**config.mk**
```make
export PLATFORM = sky130hd
export DESIGN_NAME = sync_fifo_flags
export DESIGN_NICKNAME = d
export VERILOG_FILES = /design/src/rtl/sync_fifo_flags.sv
export SDC_FILE = /design/constraint.sdc
export NUM_CORES = 2
export LEC_CHECK = 0
export CAP_MARGIN = 0
export CORE_UTILIZATION = 40
export CTS_CLUSTER_SIZE = 25
export DETAILED_ROUTE_END_ITERATION = 12
export GPL_TIMING_DRIVEN = 1
export SLEW_MARGIN = 20
export SYNTH_ARGS = -nofsm -noshare
export SYNTH_HDL_FRONTEND = slang
export SYNTH_SLANG_ARGS = --single-unit
```
**constraint.sdc**
```tcl
create_clock -name clk -period 7.5 [get_ports clk]
set_input_delay 1.5 -clock clk [delete_from_list [all_inputs] [get_ports clk]]
set_output_delay 1.5 -clock clk [all_outputs]
set_load 0.01 [all_outputs]
```
**src/rtl/sync_fifo_flags.sv**
```systemverilog
// Single-clock FIFO with arbitrary depth, exact fill count, programmable
// almost-full/almost-empty thresholds, registered read data and sticky error flags.
module sync_fifo_flags #(
    parameter int D_SIZE = 8,
    parameter int A_SIZE = 8,
    parameter int DEPTH  = 2**A_SIZE
) (
    input  logic              clk,
    input  logic              rst,
    input  logic              w_inc,
    input  logic [D_SIZE-1:0] w_data,
    input  logic              r_inc,
    input  logic [A_SIZE:0]   af_thresh,
    input  logic [A_SIZE:0]   ae_thresh,
    input  logic              clr_err,
    output logic [D_SIZE-1:0] r_data,
    output logic              r_valid,
    output logic              w_full,
    output logic              r_empty,
    output logic              w_half_full,
    output logic              w_almost_full,
    output logic              r_almost_empty,
    output logic [A_SIZE:0]   w_count,
    output logic              overflow,
    output logic              underflow
);

    localparam int                C_W       = A_SIZE + 1;
    localparam logic [A_SIZE-1:0] LAST_ADDR = A_SIZE'(DEPTH - 1);
    localparam logic [A_SIZE:0]   FULL_CNT  = C_W'(DEPTH);
    localparam logic [A_SIZE:0]   HALF_CNT  = C_W'(DEPTH / 2);

    if (DEPTH < 2 || DEPTH > 2**A_SIZE) begin : g_bad_depth
        $error("sync_fifo_flags: DEPTH must satisfy 2 <= DEPTH <= 2**A_SIZE");
    end

    logic [D_SIZE-1:0] mem [DEPTH];
    logic [A_SIZE-1:0] w_addr;
    logic [A_SIZE-1:0] r_addr;
    logic [A_SIZE:0]   count;
    logic              wr_ok;
    logic              rd_ok;

    // Pointers wrap explicitly at DEPTH-1 so non-power-of-two depths work.
    function automatic logic [A_SIZE-1:0] addr_next(input logic [A_SIZE-1:0] a);
        return (a == LAST_ADDR) ? '0 : a + A_SIZE'(1);
    endfunction

    assign w_full         = (count == FULL_CNT);
    assign r_empty        = (count == '0);
    assign w_half_full    = (count >= HALF_CNT);
    assign w_almost_full  = (count >= af_thresh);
    assign r_almost_empty = (count <= ae_thresh);
    assign w_count        = count;

    assign wr_ok = w_inc & ~w_full;
    assign rd_ok = r_inc & ~r_empty;

    always_ff @(posedge clk) begin
        if (rst && wr_ok) begin
            mem[w_addr] <= w_data;
        end
    end

    // Registered read stage: data and its valid strobe leave together.
    always_ff @(posedge clk) begin
        if (!rst) begin
            w_addr    <= '0;
            r_addr    <= '0;
            count     <= '0;
            r_valid   <= 1'b0;
            r_data    <= '0;
            overflow  <= 1'b0;
            underflow <= 1'b0;
        end else begin
            if (wr_ok) begin
                w_addr <= addr_next(w_addr);
            end
            if (rd_ok) begin
                r_addr <= addr_next(r_addr);
                r_data <= mem[r_addr];
            end
            r_valid <= rd_ok;
            case ({wr_ok, rd_ok})
                2'b10:   count <= count + C_W'(1);
                2'b01:   count <= count - C_W'(1);
                default: count <= count;
            endcase
            // A new error in the same cycle as clr_err keeps the flag set.
            overflow  <= (w_inc & w_full)  | (overflow  & ~clr_err);
            underflow <= (r_inc & r_empty) | (underflow & ~clr_err);
        end
    end

endmodule

```
==> impl_results.md <==
- Outcome: complete, no violations
- Fraction of synthesized area in multiplexers: about 15%
- Fin. Hold Viols: 0
- Hold buffers post-CTS: 0
- Input/output buffers: 55
- Area share of the largest cell type after synthesis: between 70% and 80%
- Complex-gate fraction of the synthesized area: under 10%
- Starting DRT DRC Count: 5093
- Post-layout util: 45.6%
- Clock Skew: 0.0492 ns
- Post-CTS Resized: 0
- CTS clk-pin slew, worst paths: 0.07 ns
- Area delta synth->final: 12.9%
- Cts bufs inserted: slightly above 200
- Arr. time, crit path: between 3 and 4 ns
- Most frequent cell after synthesis: edfxtp_1
- Worst path required time: ~6.0 ns
- WL/cell: 31.9 µm
- Largest family of logic cells by synthesized area: multiplexers
- Routed via count: a little over 40000
- Max-slew violations: 0
- CP max FO: 2
- WS Path Type: in -> out
- Top cells by count, synth: edfxtp_1, mux4_2, nor2_1
- IO Pins: 56
- Total Die Area: slightly above 200000 µm²
- Finished Cell Area: 92400 µm²
- Area after DPL: roughly 85000 µm²
- Clk sink count: roughly 2100
- Initial Utilization: between 40% and 50%
- Die width: around 450 µm
- Postcts setup bufs: 0
- Worst Setup End Kind: output port
- First-pass GRT wire length: ~320000 µm
- Syn Area/Cell: about 20 µm²
- Layout cells sized above 1: a little over a fifth
- Post-synth EDFFs: 2048
- H-tree levels: 4
- Max clock buf depth: 3
- Synth Area in XOR/XNOR: less than 1%
- Vias/cell: 5.90
- Main synth FF type: edfxtp_1
- RePlAce Congestion: ~0.85
- Pwr Density: a little over 300 nW/µm²
- CP max stage cell: clkdlybuf4s50_1
- Post-detailed-route count of antenna-violating nets: 0
- Lkg Pwr: around 28 nW
- VDD IR max: around 0.00022 V
- Synth cell types: 69
- CTS tree: yes
- Dominant cells by area after synthesis: edfxtp_1, mux4_2, mux2i_1, nor2_1, dfxtp_1
- Core area: between 200000 and 250000 µm²
- Critical Path Max Stage Delay: ~0.53 ns
- Pin count of the biggest net entering global routing: between 150 and 200
- # rows: roughly 170
- Total GRT Usage: 21.7%
- Yosys reg bits: 2084
- RSZ-0062 raised after global routing: no
- Slew headroom: 22.4%
- Yosys top cell by area: edfxtp_1
- Ys async rst share: 0%
- Worst skew pair latency: 0.86 ns
- Vias in the first global route: roughly 40000
- Syn. warnings: 0
- DRC violations left: 0
- Adder-cell area share of the yosys netlist: less than 1%
- Setup TNS: 0 ns
- Seq/Total Area, Yosys: about three quarters
- Fin crit share: between 70% and 80%
- Post-Syn Instances: just over 4000
- Global route total overflow: 0
- DR pass1 iterations: 6
- Initial antenna violation count: 8
- CP Cell Sequence: clkdlybuf4s50_1 > inv_1 > ha_1 > nor2b_1 > o21a_1 > o21a_1 > o21a_1 > o21ai_0 > nand2b_1 > a21oi_1 > o31a_1 > clkdlybuf4s50_1
- Die H: 454 µm
- Syn_nets: slightly above 4000
- Total wire length: between 200000 and 250000 µm
- Startpoint types: input port
- Post-DP HPWL: roughly 130000 µm
- Max-cap violations: 0
- Clock period minus worst slack: roughly 5.4 ns
- Fin nets: 4198
- Slew of the pin with the lowest slew margin: around 1.2 ns
- CTS root buf: clkbuf_16
- Worst min-delay path category: reg -> reg
- Simple-gate share of the synthesized area: 3.16%
- Top cell by count, worst path: o21a_1
- Netlist Area Pre-Place: ~82000 µm²
- # setup viols final: 0
- Reg2Reg Depth: 15
- WHS Path Cells: 2
- F_max: between 150 and 200 MHz
state kept, by name, summed over array words and instances (netlist names):
register / count
mem: 2048
overflow: 1
r_addr: 8
r_data: 8
r_valid: 1
underflow: 1
w_addr: 8
w_count: 9
power by group:
part | internal, mW | switching (mW) | total, mW
registers | 12.8 | 0.169 | 13.0
clock network | 6.25 | 4.49 | 10.7
logic | 1.91 | 2.36 | 4.27
logic make-up after synthesis:
| logic type | count (synthesis) |
|---|---|
| xor+xnor | 16 |
| fa+ha+maj | 32 |
| mux | 643 |
| compound gates | 386 |
| flops | 2084 |
| simple gates | 597 |
| buf+inv | 265 |
cell type report:
type                            instances  area, µm²
Inverter                               26        100
Fill cell                           16826     110000
Sequential cell                      2084      62200
Clock inverter                        137       1700
Timing Repair Buffer                  144       1430
Tap cell                             2672       3340
Clock buffer                          245       5340
Multi-Input combinational cell       1674      18200
Antenna cell                            3       7.51
critical path, delay by kind of cell:
| kind | cells | cell delay (ns) |
|---|---|---|
| buf+inv | 3 | 1.02 |
| fa+ha+maj | 1 | 0.29 |
| simple gates | 2 | 0.20 |
| compound gates | 6 | 0.90 |
placed cells by master, fill, tap and decap left out, types with 15 or more instances in the layout:
cell	Yosys	final
nor3_1	30	30
inv_1	24	23
ha_1	31	31
mux2_2	23	23
a21oi_1	80	80
o21ai_0	47	46
nor2_1	325	323
edfxtp_1	2048	2048
mux2i_1	151	151
nor2b_1	22	20
nand2b_1	15	15
a221oi_1	22	22
a211oi_1	30	30
nand2_1	96	89
buf_4	26	74
dfxtp_1	36	30
clkdlybuf4s50_1	0	47
a22oi_1	64	64
bufinv_16	0	33
clkinv_1	2	43
clkinv_2	0	34
nand3_1	50	46
mux4_2	469	469
o22ai_1	44	44
clkbuf_16	0	207
a31oi_1	19	19
clkbuf_1	92	36
final timing paths:
kind                                    from             end  slack, ns
worst max-delay path            ae_thresh[1]  r_almost_empty       2.08
worst min register to register     w_addr[1]       w_addr[1]       0.55
worst min-delay path               w_addr[1]       w_addr[1]       0.55
worst max register to register    w_count[1]      w_count[8]       3.06
metal layers:
layer | vias up | track usage (%) | share of wire [%]
met1 | 21937 | 30.5 | 41
li1 | 16875 | - | -
met2 | 2013 | 33.2 | 46
met5 | - | 0 | 0.018
met3 | 348 | 5.10 | 9.4
met4 | 8 | 7.43 | 3.4
per-stage QoR:
| step | power, mW | std cells | hold WS, ns | worst slack (ns) |
|---|---|---|---|---|
| floorplan | 16.2 | 4023 | 0.494 | 3.10 |
| global placement | 17.5 | 6599 | 0.527 | 1.93 |
| detailed placement | 17.6 | 6599 | 0.529 | 1.79 |
| CTS | 28.2 | 6981 | 0.538 | 2.06 |
| global route | 28.8 | 6983 | 0.578 | 1.95 |
| finish | 28.0 | 6985 | 0.552 | 2.08 |
No activity file was read; power rests on OpenSTA's default activity.
